==> src/rtl/ycbcr_video_source_pkg.sv <==
// Shared encodings and constants for the synthetic SAA7111A-style YCbCr video source.
package ycbcr_video_source_pkg;

   typedef enum logic [1:0] {
      PAT_BARS  = 2'd0,
      PAT_RAMP  = 2'd1,
      PAT_FIXED = 2'd2,
      PAT_CHECK = 2'd3
   } pattern_e;

   typedef enum logic {
      ST_IDLE = 1'b0,
      ST_RUN  = 1'b1
   } src_state_e;

   typedef struct packed {
      logic href;
      logic vref;
      logic odd;
      logic fs;
   } timing_t;

   localparam logic [15:0] BAR_WHITE   = 16'hFFFF;
   localparam logic [15:0] BAR_YELLOW  = 16'hFFE0;
   localparam logic [15:0] BAR_CYAN    = 16'h07FF;
   localparam logic [15:0] BAR_GREEN   = 16'h07E0;
   localparam logic [15:0] BAR_MAGENTA = 16'hF81F;
   localparam logic [15:0] BAR_RED     = 16'hF800;
   localparam logic [15:0] BAR_BLUE    = 16'h001F;
   localparam logic [15:0] BAR_BLACK   = 16'h0000;

   localparam logic [15:0] BLACK_YC = 16'h1080;

   localparam logic signed [17:0] K_YR  =  18'sd66;
   localparam logic signed [17:0] K_YG  =  18'sd129;
   localparam logic signed [17:0] K_YB  =  18'sd25;
   localparam logic signed [17:0] K_BR  = -18'sd38;
   localparam logic signed [17:0] K_BG  = -18'sd74;
   localparam logic signed [17:0] K_BB  =  18'sd112;
   localparam logic signed [17:0] K_RR  =  18'sd112;
   localparam logic signed [17:0] K_RG  = -18'sd94;
   localparam logic signed [17:0] K_RB  = -18'sd18;
   localparam logic signed [17:0] K_RND =  18'sd128;
   localparam logic signed [17:0] Y_OFS =  18'sd16;
   localparam logic signed [17:0] C_OFS =  18'sd128;

   function automatic logic [15:0] bar_rgb(input logic [2:0] idx);
      case (idx)
         3'd0:    return BAR_WHITE;
         3'd1:    return BAR_YELLOW;
         3'd2:    return BAR_CYAN;
         3'd3:    return BAR_GREEN;
         3'd4:    return BAR_MAGENTA;
         3'd5:    return BAR_RED;
         3'd6:    return BAR_BLUE;
         default: return BAR_BLACK;
      endcase
   endfunction

   function automatic logic [7:0] clamp8(input logic signed [17:0] v);
      if (v < 18'sd0)
         return 8'd0;
      else if (v > 18'sd255)
         return 8'd255;
      else
         return v[7:0];
   endfunction

endpackage

==> src/rtl/ycbcr_video_source_rgb565_to_ycbcr.sv <==
// One-cycle registered RGB565 to YCbCr (BT.601 studio range) converter with output clamping.
module rgb565_to_ycbcr
   import ycbcr_video_source_pkg::*;
(
   input  logic        clk_llc2,
   input  logic        resetx,
   input  logic [15:0] rgb_i,
   output logic [7:0]  y_o,
   output logic [7:0]  cb_o,
   output logic [7:0]  cr_o
);

   logic [7:0]         r8, g8, b8;
   logic signed [17:0] r_s, g_s, b_s;
   logic signed [17:0] y_sum, cb_sum, cr_sum;
   logic [7:0]         y_d, cb_d, cr_d;
   logic [7:0]         y_q, cb_q, cr_q;

   always_comb begin
      r8 = {rgb_i[15:11], rgb_i[15:13]};
      g8 = {rgb_i[10:5],  rgb_i[10:9]};
      b8 = {rgb_i[4:0],   rgb_i[4:2]};
      r_s = $signed({10'd0, r8});
      g_s = $signed({10'd0, g8});
      b_s = $signed({10'd0, b8});
      // All operands signed, so >>> floors negative chroma sums
      y_sum  = ((K_YR * r_s + K_YG * g_s + K_YB * b_s + K_RND) >>> 8) + Y_OFS;
      cb_sum = ((K_BR * r_s + K_BG * g_s + K_BB * b_s + K_RND) >>> 8) + C_OFS;
      cr_sum = ((K_RR * r_s + K_RG * g_s + K_RB * b_s + K_RND) >>> 8) + C_OFS;
      y_d  = clamp8(y_sum);
      cb_d = clamp8(cb_sum);
      cr_d = clamp8(cr_sum);
   end

   always_ff @(posedge clk_llc2 or negedge resetx) begin
      if (!resetx) begin
         y_q  <= 8'd16;
         cb_q <= 8'd128;
         cr_q <= 8'd128;
      end else begin
         y_q  <= y_d;
         cb_q <= cb_d;
         cr_q <= cr_d;
      end
   end

   assign y_o  = y_q;
   assign cb_o = cb_q;
   assign cr_o = cr_q;

endmodule

==> src/rtl/ycbcr_video_source.sv <==
// Synthetic interlaced YCbCr 4:2:2 video transmitter: field timing, test patterns, 3-stage pixel pipe.
//   state   | meaning
//   ST_IDLE | counters parked at 0, odd field armed, outputs blanked
//   ST_RUN  | counting; leaves only at a field wrap with enable low
module ycbcr_video_source
   import ycbcr_video_source_pkg::*;
#(
   parameter int H_TOTAL  = 858,
   parameter int H_ACTIVE = 720,
   parameter int V_TOTAL  = 262,
   parameter int V_ACTIVE = 240,
   parameter int BAR_W    = 90
) (
   input  logic        clk_llc2,
   input  logic        resetx,
   input  logic        enable,
   input  logic [1:0]  pattern_sel,
   input  logic [15:0] fixed_rgb,
   output logic        href,
   output logic        vref,
   output logic        odd,
   output logic [15:0] vpo,
   output logic        frame_start
);

   localparam int HW = 10;
   localparam int VW = 9;

   src_state_e    state_q, state_d;
   logic          running;
   logic [HW-1:0] h_cnt_q, h_cnt_d;
   logic [VW-1:0] v_cnt_q, v_cnt_d;
   logic          odd_field_q, odd_field_d;
   logic          h_wrap, v_wrap, boundary;
   pattern_e      pat_q;
   logic [15:0]   fix_q;

   logic [HW-1:0] bar_idx;
   logic [2:0]    bar_sel;
   logic [7:0]    ramp_g;
   logic [15:0]   rgb0;
   timing_t       tim0, tim1_q, tim2_q, tim3_q;
   logic          act0, act1_q, act2_q;
   logic          x0_1_q, x0_2_q;
   logic [15:0]   rgb1_q;
   logic [7:0]    y2, cb2, cr2;
   logic [7:0]    cr_held_q, cr_held_d;
   logic [15:0]   vpo_q, vpo_d;

   assign h_wrap   = (h_cnt_q == HW'(H_TOTAL - 1));
   assign v_wrap   = h_wrap && (v_cnt_q == VW'(V_TOTAL - 1));
   assign boundary = !running || v_wrap;

   always_ff @(posedge clk_llc2 or negedge resetx) begin
      if (!resetx) state_q <= ST_IDLE;
      else         state_q <= state_d;
   end

   always_comb begin
      state_d = state_q;
      case (state_q)
         ST_IDLE: if (enable)            state_d = ST_RUN;
         ST_RUN:  if (v_wrap && !enable) state_d = ST_IDLE;
         default:                        state_d = ST_IDLE;
      endcase
   end

   always_comb begin
      running = (state_q == ST_RUN);
   end

   always_comb begin
      h_cnt_d     = h_cnt_q;
      v_cnt_d     = v_cnt_q;
      odd_field_d = odd_field_q;
      if (!running) begin
         h_cnt_d     = '0;
         v_cnt_d     = '0;
         odd_field_d = 1'b1;
      end else if (h_wrap) begin
         h_cnt_d = '0;
         if (v_wrap) begin
            v_cnt_d     = '0;
            odd_field_d = ~odd_field_q;
         end else begin
            v_cnt_d = v_cnt_q + VW'(1);
         end
      end else begin
         h_cnt_d = h_cnt_q + HW'(1);
      end
   end

   always_ff @(posedge clk_llc2 or negedge resetx) begin
      if (!resetx) begin
         h_cnt_q     <= '0;
         v_cnt_q     <= '0;
         odd_field_q <= 1'b1;
         pat_q       <= PAT_BARS;
         fix_q       <= '0;
      end else begin
         h_cnt_q     <= h_cnt_d;
         v_cnt_q     <= v_cnt_d;
         odd_field_q <= odd_field_d;
         // Pattern only changes between fields to avoid tearing
         if (boundary) begin
            pat_q <= pattern_e'(pattern_sel);
            fix_q <= fixed_rgb;
         end
      end
   end

   always_comb begin
      bar_idx = h_cnt_q / HW'(BAR_W);
      bar_sel = (bar_idx > HW'(7)) ? 3'd7 : bar_idx[2:0];
      ramp_g  = h_cnt_q[9:2];
      case (pat_q)
         PAT_BARS:  rgb0 = bar_rgb(bar_sel);
         PAT_RAMP:  rgb0 = {ramp_g[7:3], ramp_g[7:2], ramp_g[7:3]};
         PAT_FIXED: rgb0 = fix_q;
         default:   rgb0 = (h_cnt_q[4] ^ v_cnt_q[4]) ? 16'hFFFF : 16'h0000;
      endcase
      tim0.href = running && (h_cnt_q < HW'(H_ACTIVE));
      tim0.vref = running && (v_cnt_q < VW'(V_ACTIVE));
      tim0.odd  = running && odd_field_q;
      tim0.fs   = running && odd_field_q && (h_cnt_q == '0) && (v_cnt_q == '0);
      act0      = tim0.href && tim0.vref;
   end

   rgb565_to_ycbcr u_conv (
      .clk_llc2 (clk_llc2),
      .resetx   (resetx),
      .rgb_i    (rgb1_q),
      .y_o      (y2),
      .cb_o     (cb2),
      .cr_o     (cr2)
   );

   // 4:2:2 packing: chroma pair comes from the even pixel only
   always_comb begin
      vpo_d     = BLACK_YC;
      cr_held_d = cr_held_q;
      if (act2_q) begin
         if (!x0_2_q) begin
            vpo_d     = {y2, cb2};
            cr_held_d = cr2;
         end else begin
            vpo_d = {y2, cr_held_q};
         end
      end
   end

   always_ff @(posedge clk_llc2 or negedge resetx) begin
      if (!resetx) begin
         rgb1_q    <= '0;
         tim1_q    <= '0;
         act1_q    <= 1'b0;
         x0_1_q    <= 1'b0;
         tim2_q    <= '0;
         act2_q    <= 1'b0;
         x0_2_q    <= 1'b0;
         tim3_q    <= '0;
         cr_held_q <= 8'd128;
         vpo_q     <= BLACK_YC;
      end else begin
         rgb1_q    <= rgb0;
         tim1_q    <= tim0;
         act1_q    <= act0;
         x0_1_q    <= h_cnt_q[0];
         tim2_q    <= tim1_q;
         act2_q    <= act1_q;
         x0_2_q    <= x0_1_q;
         tim3_q    <= tim2_q;
         cr_held_q <= cr_held_d;
         vpo_q     <= vpo_d;
      end
   end

   assign href        = tim3_q.href;
   assign vref        = tim3_q.vref;
   assign odd         = tim3_q.odd;
   assign frame_start = tim3_q.fs;
   assign vpo         = vpo_q;

endmodule

==> config.mk <==
export PLATFORM = sky130hd
export DESIGN_NAME = ycbcr_video_source
export DESIGN_NICKNAME = d
export VERILOG_FILES = /design/src/rtl/ycbcr_video_source_pkg.sv /design/src/rtl/ycbcr_video_source_rgb565_to_ycbcr.sv /design/src/rtl/ycbcr_video_source.sv
export SDC_FILE = /design/constraint.sdc
export NUM_CORES = 1
export LEC_CHECK = 0
export ABC_AREA = 1
export BUFFER_PORTS_ARGS = -buffer_cell sky130_fd_sc_hd__buf_2
export CAP_MARGIN = 25
export CORE_MARGIN = 2
export CORE_UTILIZATION = 35
export DETAILED_ROUTE_END_ITERATION = 8
export SLEW_MARGIN = 15
export SYNTH_ARGS = -nofsm -noshare
export SYNTH_HDL_FRONTEND = slang
export SYNTH_HIERARCHICAL = 1
export SYNTH_SLANG_ARGS = --single-unit
==> constraint.sdc <==
create_clock -name clk_llc2 -period 6.5 [get_ports clk_llc2]
set_input_delay 0.65 -clock clk_llc2 [delete_from_list [all_inputs] [get_ports clk_llc2]]
set_output_delay 0.65 -clock clk_llc2 [all_outputs]
set_load 0.02 [all_outputs]
### Yosys cells after proc, flatten, opt, wreduce, memory -nomap -nowiden

Cells that the tools add are included.

| operators by class | value |
|---|---|
| muxes and demuxes | 23 |
| shift-type cells | 0 |
| add/subtract/negate cells | 14 |
| reduce and logical (&&, ||, !) cells | 17 |
| bitwise gates (word level) | 4 |
| equal/unequal tests | 12 |
| magnitude comparators | 9 |
| multipliers | 9 |
| div/mod/pow operators | 1 |

Operators with widths:

| kind | count |
|---|---|
| $pmux W16 S7 | 1 |
| $add A18 B18 Y18 | 6 |
| $mux W8 | 7 |
| $add A18 B9 Y18 const B | 3 |
| $gt A18 B9 Y1 const B | 3 |
| $lt A18 B1 Y1 const B | 3 |
| $pmux W16 S3 | 1 |
| $mul A7 B9 Y16 const A | 2 |
| $mux W16 | 2 |
| $mux W9 | 3 |
| $add A10 B9 Y11 const B | 2 |
| $mul A3 B8 Y11 const A | 2 |
| $mux W10 | 2 |
| $mul A8 B8 Y16 const A | 1 |
| $mul A6 B9 Y15 const A | 1 |
| $mul A5 B9 Y14 const A | 1 |
| $mul A6 B8 Y14 const A | 1 |
| $mul A5 B8 Y13 const A | 1 |
| $add A10 B6 Y11 const B | 1 |
| $add A10 B1 Y10 const B | 1 |
| $div A10 B7 Y10 const B | 1 |
| $eq A10 B10 Y1 const B | 1 |
| $gt A10 B3 Y1 const B | 1 |
| $logic_not A10 Y1 | 1 |
| other kinds (22) | 41 |

| storage, ports and cells | value |
|---|---|
| logic and storage cells | 117 |
| latch bits | 0 |
| ROM bits | 0 |
| output and inout port bits | 20 |
| input bits | 21 |
| memories | 0 |
| RAM bits | 0 |
| register bits | 119 |

### Logic depth before layout (Yosys ltp)

Gate-level depths: netlist of the first run.

| depth | value |
|---|---|
| word-level depth | 8 |
| depth in mapped cells | 43 |
| depth with buffers taken out | 43 |

### Modules after synthesis

The synthesis of the first run kept the hierarchy.

By module, submodules not included:

| module | seq. area each (sq um) | cells an instance | area an instance (sq um) | times used |
|---|---|---|---|---|
| rgb565_to_ycbcr | 604.3 | 1371 | 10704.0 | 1 |
| ycbcr_video_source | 2382.3 | 457 | 4239.1 | 1 |

### Worst setup path before layout of the first run

OpenSTA, ideal clock, no wires.

| timing path | value |
|---|---|
| path type | register to register |
| start point | reg rgb1_q[10] |
| end point | reg u_conv.cb_q[0], in the netlist u_conv/cb_o[0] |
| setup slack | -0.151 ns |
| stages on the path, launching flop included | 35 |
| data arrival time | 6.538 ns |
| period minus slack after synthesis | 6.651 ns |
| buffers on the path | 0 |
| data required time | 6.387 ns |
| library setup time | 0.113 ns |
| cell sequence | dfrtp_1 -> inv_1 -> ha_1 -> fa_1 -> inv_1 -> fa_1 -> fa_1 -> inv_1 -> ha_1 -> nand2_1 -> nor3_1 -> nand2_1 -> o211ai_1 -> nand2_1 -> a22oi_1 -> xor2_1 -> fa_1 -> inv_1 -> ha_1 -> ha_1 -> a21oi_1 -> o21bai_1 -> a21oi_1 -> nand2_1 -> xor2_1 -> inv_1 -> ha_1 -> inv_1 -> nand2_1 -> nand2_1 -> nand2_1 -> nand2_4 -> nand3_1 -> nand2_1 -> inv_1 |

| on the way | value |
|---|---|
| word-level cells in the longest chain between the ends | 8 |
| elaborated cells between the ends (all ways) | 9 |
| those cells by class | 4 x add/sub; 1 x mul; 2 x order compare; 2 x mux |

Ends and longest elaborated chain:

| what | line | source |
|---|---|---|
| from (decl) | ycbcr_video_source.sv:45 | `logic [15:0] rgb1_q;` |
| from (signal assigned) | ycbcr_video_source.sv:165 | `rgb1_q <= rgb0;` |
| $mul A7 B9 Y16 (*) | ycbcr_video_source_rgb565_to_ycbcr.sv:28 | `cb_sum = ((K_BR * r_s + K_BG * g_s + K_BB * b_s + K_RND) >>> 8) + C_OFS;` |
| $add A18 B18 Y18 (*) (2 in series) | ycbcr_video_source_rgb565_to_ycbcr.sv:28 |  |
| $add A18 B9 Y18 (*) | ycbcr_video_source_rgb565_to_ycbcr.sv:28 |  |
| $add A10 B9 Y11 (*) | ycbcr_video_source_rgb565_to_ycbcr.sv:28 |  |
| $gt A18 B9 Y1 | ycbcr_video_source_pkg.sv:63 | `else if (v > 18'sd255)` |
| $mux W8 | ycbcr_video_source_pkg.sv:63 |  |
| $mux W8 (*) | ycbcr_video_source_pkg.sv:61 | `if (v < 18'sd0)` |
| net u_conv.cb_d[0] | ycbcr_video_source_rgb565_to_ycbcr.sv:16 | `logic [7:0] y_d, cb_d, cr_d;` |
| to (signal assigned) | ycbcr_video_source_rgb565_to_ycbcr.sv:38 | `cb_q <= 8'd128;` |
| to (signal assigned) | ycbcr_video_source_rgb565_to_ycbcr.sv:42 | `cb_q <= cb_d;` |
| to (decl) | ycbcr_video_source_rgb565_to_ycbcr.sv:17 | `logic [7:0] y_q, cb_q, cr_q;` |

The timed path passes the listed nets; every way through them passes the cells marked *.
A chain may end at the register's enable or synchronous reset.

### Worst setup path in the final report of the first run

| timing path | value |
|---|---|
| start point | reg rgb1_q[12] |
| end point | reg u_conv.cb_q[4], in the netlist u_conv/cb_o[4] |

| on the way | value |
|---|---|
| word-level cells in the longest chain between the ends | 8 |
| elaborated cells between the ends (all ways) | 9 |
| those cells by class | 4 x add/sub; 1 x mul; 2 x order compare; 2 x mux |

Ends and longest elaborated chain:

| what | line |
|---|---|
| $mul A6 B9 Y15 (*) | ycbcr_video_source_rgb565_to_ycbcr.sv:28 |
| $add A18 B18 Y18 (*) (2 in series) | ycbcr_video_source_rgb565_to_ycbcr.sv:28 |
| $add A18 B9 Y18 (*) | ycbcr_video_source_rgb565_to_ycbcr.sv:28 |
| $add A10 B9 Y11 (*) | ycbcr_video_source_rgb565_to_ycbcr.sv:28 |
| $gt A18 B9 Y1 | ycbcr_video_source_pkg.sv:63 |
| $mux W8 | ycbcr_video_source_pkg.sv:63 |
| $mux W8 (*) | ycbcr_video_source_pkg.sv:61 |
| net u_conv.cb_d[4] | ycbcr_video_source_rgb565_to_ycbcr.sv:16 |

Marks and branches as above.

==> results.txt, run 1 <==
----------------------------------------------------
[Status]
  Result of the run ... complete, no violations

[Final layout]
  Antenna diode count ... 0
  Share of the core filled with cells ... 0.423
  Number of fill cells ... about 4200
  Net count of the finished layout ... around 2400
  Most common library cell in the layout ignoring fill and taps ... inv_1
  Layout overhead on the synthesized area ... 18.9%
  Total area of multi-input combinational cells ... about 11000 um2
  Most used cells in the layout excluding fill and tap cells ... 357 x inv_1, 315 x nand2_1, 251 x ha_1
  Fraction of final layout cells with drive strength greater than 1 ... 0.196
  Footprint of the flip-flops and latches ... 3000 um2
  Final instance area ... between 15000 and 20000 um2

[Global routing]
  Wire length of the first global-routing pass ... 58400 um
  Maximum number of pins on one net before global-route repair ... 70
  Met2 layer usage reported by global route ... 0.275
  Most Used Layer, Global Route ... met2
  Number of global-route vias before repair ... approximately 12000
  Leftover overflow at the end of global routing ... 0
  Met3 global-route usage ... 0.0253
  Initial antenna violation count ... 0
  Overall fraction of global-route tracks in use ... 0.165
  M1 GR Usage ... 0.223

[Floorplanning]
  Core Box Area ... around 42000 um2
  Starting density of the core ... 0.355
  Number of rows created at floorplan ... 75
  Die footprint ... about 44000 um2
  Number of primary I/O pins ... between 40 and 50
  Die Span Y ... approximately 210 um
  Die span in x ... approximately 210 um

[Routing]
  Routed WL per cell ... 14.2 um
  Detailed-route vias per instance ... approximately 4.7
  Drt total wl ... around 36000 um
  First-pass detailed-route iteration total ... 7
  Number of DRC markers after the initial detailed-route iteration ... between 700 and 800
  Total vias in the final route ... approximately 12000
  Number of remaining DRC errors ... 0
  Number of antenna-violating nets in the routed design ... 0

[Worst setup path]
  Maximum fanout along the worst path ... 8
  Worst setup path category ... flop to flop
  CP required ... between 6000 and 7000 ps
  Arr. time, crit path ... between 6000 and 7000 ps
  Critical path's most frequent cell ... nand2_1
  Sort of element at the start of the critical path ... flop
  Endpoint class of the critical path ... flop
  Peak per-stage delay on the critical path ... 620 ps
  CP max stage cell ... fa_1

[Timing]
  Worst setup slack after layout ... 267 ps
  Final-layout worst hold slack ... 231 ps
  Min cycle time layout ... a little over 6000 ps
  Largest clock skew in the final design ... approximately 13 ps
  Post-Route Setup TNS ... 0 ps
  Max-slew violation count ... 0
  Tcrit/Tclk final ... 0.959
  Max-slew headroom at the worst pin ... 0.334
  Endpoints failing setup ... 0
  Upper clock frequency limit ... 0.160 GHz
  Tightest Pin Transition ... around 1000 ps
  Final hold violation count ... 0
  Unrepaired setup endpoints after global routing ... true

[Pwr]
  Power Density ... about 100 nW/um2
  Power share of the sequential group ... 0.425
  Max rail drop VDD ... between 150 and 200 uV
  Net switching power ... between 0.0003 and 0.0004 W
  Leakage Power ... ~9.6 nW
  Combinational share of power ... 0.012
  Switching portion of total power ... 0.214
  Clock power frac ... 0.563
  P_int ... approximately 0.0014 W

[CTS]
  CTS HTree Levels ... 4
  CTS clk-pin slew, worst paths ... 60 ps
  Root Driver ... clkbuf_16
  Total number of clock tree sinks ... between 100 and 150
  CTS tree ... yes
  Max Root-Sink Buffers ... 2
  Skew-Pair Late Insertion Delay ... approximately 440 ps
  Number of buffers created by CTS ... 17

[Synth]
  Mean post-synth cell area ... between 8 and 9 um2
  Mapped cell area ... about 15000 um2
  Net count after synthesis ... about 2200
  Count of unique library cells instantiated by Yosys ... 50
  Synthesized instance count ... between 1500 and 2000
  Yosys reg bits ... 119
  Sequential area share after synthesis ... 0.200
  Synthesis Warnings ... 6

[Worst hold path]
  Class of the tightest hold or removal check ... input port to asynchronous set/reset pin

[Placement]
  Buffers added on ports ... 40
  Worst slack, placed ... -102 ps
  Placer Congestion ... a little under 0.9
  Total cell area at the placement stage ... between 15000 and 20000 um2
  Post-detail-place hpwl ... 29800 um

[Run]
  Number of max-cap violations ... 0

----------------------------------------------------
sequential cells by signal, summed over array words and instances, names as in the netlist, 2 cells and up:
register     flops
u_conv/cr_o      8
tim2_q           4
vpo             16
v_cnt_q          9
rgb1_q          16
cr_held_q        8
pat_q            2
fix_q           16
tim1_q           4
h_cnt_q         10
u_conv/cb_o      8
u_conv/y_o       8
power groups by stage:
stage	registers [W]	logic, W	clock network (W)
after floorplan	0.000755	0.000000118	0
after global placement	0.000754	0.0000215	0
after detailed placement	0.000754	0.0000219	0
after CTS	0.000741	0.0000219	0.00101
after global routing	0.000741	0.0000244	0.00104
final	0.000741	0.0000204	0.000983
metal layers:
metal	share of wire	vias up	wire, um
li1	-	6076	-
met1	0.48	5636	17200
met2	0.47	180	16700
met3	0.034	27	1210
met4	0.014	0	492
met5	0	-	0
cell families (layout without fill, tap and decap cells):
group,count (synthesis),in the layout,share of synthesized area
adder cells (fa/ha/maj),394,394,0.381
flip-flops,119,119,0.200
XOR/XNOR,63,63,0.0369
AND/OR/NAND/NOR,659,659,0.202
multiplexers,8,8,0.00603
buffers and inverters,400,545,0.101
AO/OA/AOI/OAI,185,185,0.0729
repair_timing:
item | in CTS | in global routing
endpoints found under the setup margin | 8 | 16
cloned | 0 | 0
gates resized for setup | 7 | 132
hold endpoints to repair | 0 | 0
buffers inserted | 1 | 20
hold buffers | 0 | 0
pin swaps | 2 | 54
per-stage QoR:
| stage | std cells | total power [W] |
|---|---|---|
| 5_1_grt | 2512 | 0.00181 |
| 3_3_place_gp | 2459 | 0.000776 |
| 6_report | 2512 | 0.00174 |
| 3_5_place_dp | 2459 | 0.000776 |
| 2_1_floorplan | 1828 | 0.000755 |
| 4_1_cts | 2492 | 0.00177 |
cells in the mapped netlist, drive strengths merged:
library cell	count	share of area
a211oi	3	0.0015
a21boi	2	0.0010
a21o	7	0.0036
a21oi	80	0.027
a22oi	1	0.00050
a31oi	2	0.00084
and2	6	0.0025
buf	4	0.0015
clkbuf	7	0.0018
clkinv	2	0.00059
dfrtp	112	0.19
dfstp	7	0.012
fa	102	0.14
ha	292	0.24
inv	387	0.097
mux2	8	0.0060
nand2	360	0.099
nand3	93	0.036
nand3b	10	0.0050
nand4	21	0.0092
nor2	138	0.038
nor3	21	0.0074
nor3b	4	0.0020
nor4	6	0.0029
o2111ai	13	0.0076
o211ai	2	0.0010
o21ai	62	0.022
o21bai	11	0.0068
o31ai	2	0.0010
xnor2	22	0.013
xor2	41	0.024
final cells by class:
| type | count | area share |
|---|---|---|
| Clock inverter | 13 | 0.00944 |
| Clock buffer | 19 | 0.0255 |
| Multi-Input combinational cell | 1309 | 0.628 |
| Tap cell | 539 | 0.0380 |
| Inverter | 389 | 0.0824 |
| Timing Repair Buffer | 124 | 0.0475 |
| Sequential cell | 119 | 0.169 |
worst paths after layout:
| path | slack [ps] | from | endpoint | depth (start not counted) |
|---|---|---|---|---|
| setup / recovery | 270 | rgb1_q[12]$_DFF_PN0_ | u_conv/cb_o[4]$_DFF_PN0_ | 34 |
| setup reg to reg | 270 | rgb1_q[12]$_DFF_PN0_ | u_conv/cb_o[4]$_DFF_PN0_ | 34 |
| max in group asynchronous | 4930 | resetx | u_conv/cr_o[1]$_DFF_PN0_ | 2 |
| min in group clk_llc2 | 350 | tim1_q[3]$_DFF_PN0_ | tim2_q[3]$_DFF_PN0_ | 0 |
| hold / removal | 230 | resetx | v_cnt_q[3]$_DFFE_PN0N_ | 1 |
| hold reg to reg | 350 | tim1_q[3]$_DFF_PN0_ | tim2_q[3]$_DFF_PN0_ | 0 |
worst max-delay path, delay by kind of cell, from the launching register on:
kind	cells	cell delay [ps]
AO/OA/AOI/OAI	4	570
XOR/XNOR	2	330
adder cells (fa/ha/maj)	9	3200
buffers and inverters	6	480
flip-flops	1	420
AND/OR/NAND/NOR	13	1130
Note: power is estimated with default switching activity, not from simulation.
==> run 2, diff against run 1 <==
- REMOVE_ABC_BUFFERS: unset -> 1
==> run 2 against run 1 <==
Against the previous run:
- clock power shrank 2%
- non-clock buffer count fell by 6
- sequential power hardly changed
- worst setup slack better by 3.9 ps
- sequential share of layout area hardly changed
- critical path type unchanged
- die area is the same
- largest cell class unchanged
- register-to-register slack about the same
==> results.txt, run 2 (synthesized netlist as in run 1, its figures left out) <==
----------------------------------------------------
[Pwr]
  Clock power frac ... 0.560 (-0.003)
  Leakage Power ... 9.56 nW (-0.34%)
  Max rail drop VDD ... 154 uV (+1.5%)
  Combinational share of power ... 0.012 (about the same)
  Switching portion of total power ... 0.220 (+0.00570)
  P_int ... 0.00135 W (-1.6%)
  Net switching power ... 0.000380 W (+1.8%)
  Power Density ... 97.3 nW/um2 (-0.96%)
  Power share of the sequential group ... 0.429 (+0.004)

[Timing]
  Max-slew violation count ... 0 (unchanged)
  Tcrit/Tclk final ... 0.958 (about the same)
  Endpoints failing setup ... 0 (unchanged)
  Tightest Pin Transition ... 852 ps (-140 ps)
  Min cycle time layout ... 6230 ps (-3.95 ps)
  Final hold violation count ... 0 (unchanged)
  Upper clock frequency limit ... 0.161 GHz (about the same)
  Max-slew headroom at the worst pin ... 0.432 (+0.0977)
  Largest clock skew in the final design ... 12.2 ps (-0.422 ps)
  Worst setup slack after layout ... 271 ps (+3.95 ps)
  Post-Route Setup TNS ... 0 ps (unchanged)

[Final layout]
  Share of the core filled with cells ... 0.423 (+0.000536)
  Fraction of final layout cells with drive strength greater than 1 ... 0.195 (-0.000420)
  Antenna diode count ... 0 (unchanged)
  Layout overhead on the synthesized area ... 19.0%
  Most used cells in the layout excluding fill and tap cells ... 358 x inv_1, 316 x nand2_1, 249 x ha_1
  Most common library cell in the layout ignoring fill and taps ... inv_1
  Final instance area ... 17800 um2 (+0.13%)
  Net count of the finished layout ... 2369 (-0.25%)
  Post-Layout Cell Count ... 2506 (-0.24%)

[CTS]
  CTS clk-pin slew, worst paths ... 60 ps (about the same)
  Max Root-Sink Buffers ... 2 (unchanged)
  Total number of clock tree sinks ... 119 (unchanged)
  Root Driver ... clkbuf_16
  CTS HTree Levels ... 4 (unchanged)
  Number of buffers created by CTS ... 17 (unchanged)
  Skew-Pair Late Insertion Delay ... 440 ps (about the same)
  CTS tree ... yes
  Post-CTS Hold Fix Bufs ... 0 (unchanged)

[Status]
  Result of the run ... complete, no violations

[Worst setup path]
  Endpoint of the most critical register-to-register path ... u_conv/cb_o[1]$_DFF_PN0_
  Maximum fanout along the worst path ... 8 (unchanged)
  Peak per-stage delay on the critical path ... 570 ps (-50 ps)
  CP max stage cell ... fa_1
  Cells on worst reg2reg path ... 37 (+8.8%)
  Register-to-register setup slack ... 270 ps (about the same)
  Arr. time, crit path ... 6610 ps (about the same)
  R2r startpoint ... rgb1_q[7]$_DFF_PN0_
  Top Family by Delay on Critical Path ... adder cells
  Critical path's most frequent cell ... ha_4
  Endpoint class of the critical path ... flop
  CP required ... 6880 ps (about the same)
  Sort of element at the start of the critical path ... flop
  Worst setup path category ... flop to flop
  Worst path buffer plus inverter count ... 7 (+1)

[Routing]
  First-pass detailed-route iteration total ... 5 (-2)
  Detailed-route vias per instance ... 4.76 (+0.26%)
  Number of DRC markers after the initial detailed-route iteration ... 585 (-18%)
  Number of antenna-violating nets in the routed design ... 0 (unchanged)
  Routed WL per cell ... 14.3 um (+0.82%)
  Total vias in the final route ... 11900 (+0.017%)
  Drt total wl ... 35800 um (+0.58%)
  Number of remaining DRC errors ... 0 (unchanged)

[Floorplanning]
  Die Span Y ... 211 um (unchanged)
  Number of primary I/O pins ... 41 (unchanged)
  Core Box Area ... 42000 um2 (unchanged)
  Die span in x ... 211 um (unchanged)
  Number of rows created at floorplan ... 75 (unchanged)
  Starting density of the core ... 0.355 (unchanged)
  Die footprint ... 44400 um2 (unchanged)

[Global routing]
  Overall fraction of global-route tracks in use ... 0.166 (+0.000881)
  Leftover overflow at the end of global routing ... 0 (unchanged)
  Number of global-route vias before repair ... 12000 (+0.64%)
  Initial antenna violation count ... 1 (+1)
  Maximum number of pins on one net before global-route repair ... 67 (-4.3%)
  Wire length of the first global-routing pass ... 58500 um (+0.28%)

[Placement]
  Worst slack, placed ... -21.9 ps (+79.8 ps)
  Buffers added on ports ... 40 (unchanged)
  Post-detail-place hpwl ... 29600 um (-0.90%)
  Placer Congestion ... 0.894 (+1.5%)
  Total cell area at the placement stage ... 16200 um2 (-0.25%)
  Cell count after placement ... 2452 (-0.28%)

[Worst hold path]
  Class of the tightest hold or removal check ... input port to asynchronous set/reset pin

[Run]
  Number of max-cap violations ... 0 (unchanged)

----------------------------------------------------
==> run 2: changes by cell type in the layout (fill, tap and decap cells not counted), moves of 3 or more <==
| cell | before | now |
|---|---|---|
| buf_4 | 82 | 74 |
| a21oi_1 | 70 | 65 |
| a21oi_2 | 9 | 14 |
| ha_4 | 34 | 39 |
| nand3_1 | 70 | 75 |
| nand3_2 | 20 | 15 |
| ha_2 | 7 | 4 |
==> run 2: how the worst max path moves through the flow <==
| stage | cells after the start | to | from |
|---|---|---|---|
| detailed placement | 35 | u_conv/cb_o[5]$_DFF_PN0_ | rgb1_q[15]$_DFF_PN0_ |
| finish | 37 | u_conv/cb_o[1]$_DFF_PN0_ | rgb1_q[7]$_DFF_PN0_ |
| floorplan | 34 | u_conv/cb_o[0]$_DFF_PN0_ | rgb1_q[10]$_DFF_PN0_ |
| global placement | 34 | u_conv/cb_o[0]$_DFF_PN0_ | rgb1_q[12]$_DFF_PN0_ |
| global route | 37 | u_conv/cb_o[6]$_DFF_PN0_ | rgb1_q[7]$_DFF_PN0_ |
| CTS | 33 | u_conv/cb_o[5]$_DFF_PN0_ | rgb1_q[11]$_DFF_PN0_ |
==> run 2: power groups by stage <==
| stage | registers, W | clock network [W] | logic [W] |
|---|---|---|---|
| final | 0.000741 | 0.000968 | 0.0000204 |
| after global routing | 0.000741 | 0.00102 | 0.0000244 |
| after CTS | 0.000741 | 0.000987 | 0.0000218 |
| after detailed placement | 0.000754 | 0 | 0.0000217 |
| after global placement | 0.000754 | 0 | 0.0000215 |
| after floorplan | 0.000755 | 0 | 0.000000118 |
==> run 2: area by class of cell <==
class                           count  area (um2)
Tap cell                          539         674
Inverter                          389        1460
Timing Repair Buffer              118         816
Clock buffer                       18         429
Fill cell                        4166       24300
Sequential cell                   119        3000
Clock inverter                     14         173
Multi-Input combinational cell   1309       11200
==> run 2: worst reg2reg max path: cells and delay by family (launching register included) <==
kind	cells	cell delay [ps]
adder cells (fa/ha/maj)	9	3070
AO/OA/AOI/OAI	2	220
XOR/XNOR	2	420
flip-flops	1	400
AND/OR/NAND/NOR	17	1640
buffers and inverters	7	430
==> run 2: stage by stage <==
stage / total power, W / hold slack, ps
after floorplan: 0.000755 / 331
after global placement: 0.000776 / 337
after detailed placement: 0.000776 / 335
after CTS: 0.00175 / 260
after global routing: 0.00179 / 301
final: 0.00173 / 248
==> run 2: routing by layer <==
metal / routed length [um] / global-route usage
met5: 0 / 0
met4: 707 / 0.0464
met3: 1330 / 0.0274
met2: 17200 / 0.282
met1: 16600 / 0.216
==> run 2: repair_timing <==
action,4_1_cts,5_1_grt
endpoints found under the hold margin,0,0
gates cloned,0,0
gates resized for setup,3,143
setup buffers,0,22
setup endpoints to repair,8,16
pin swaps,0,72
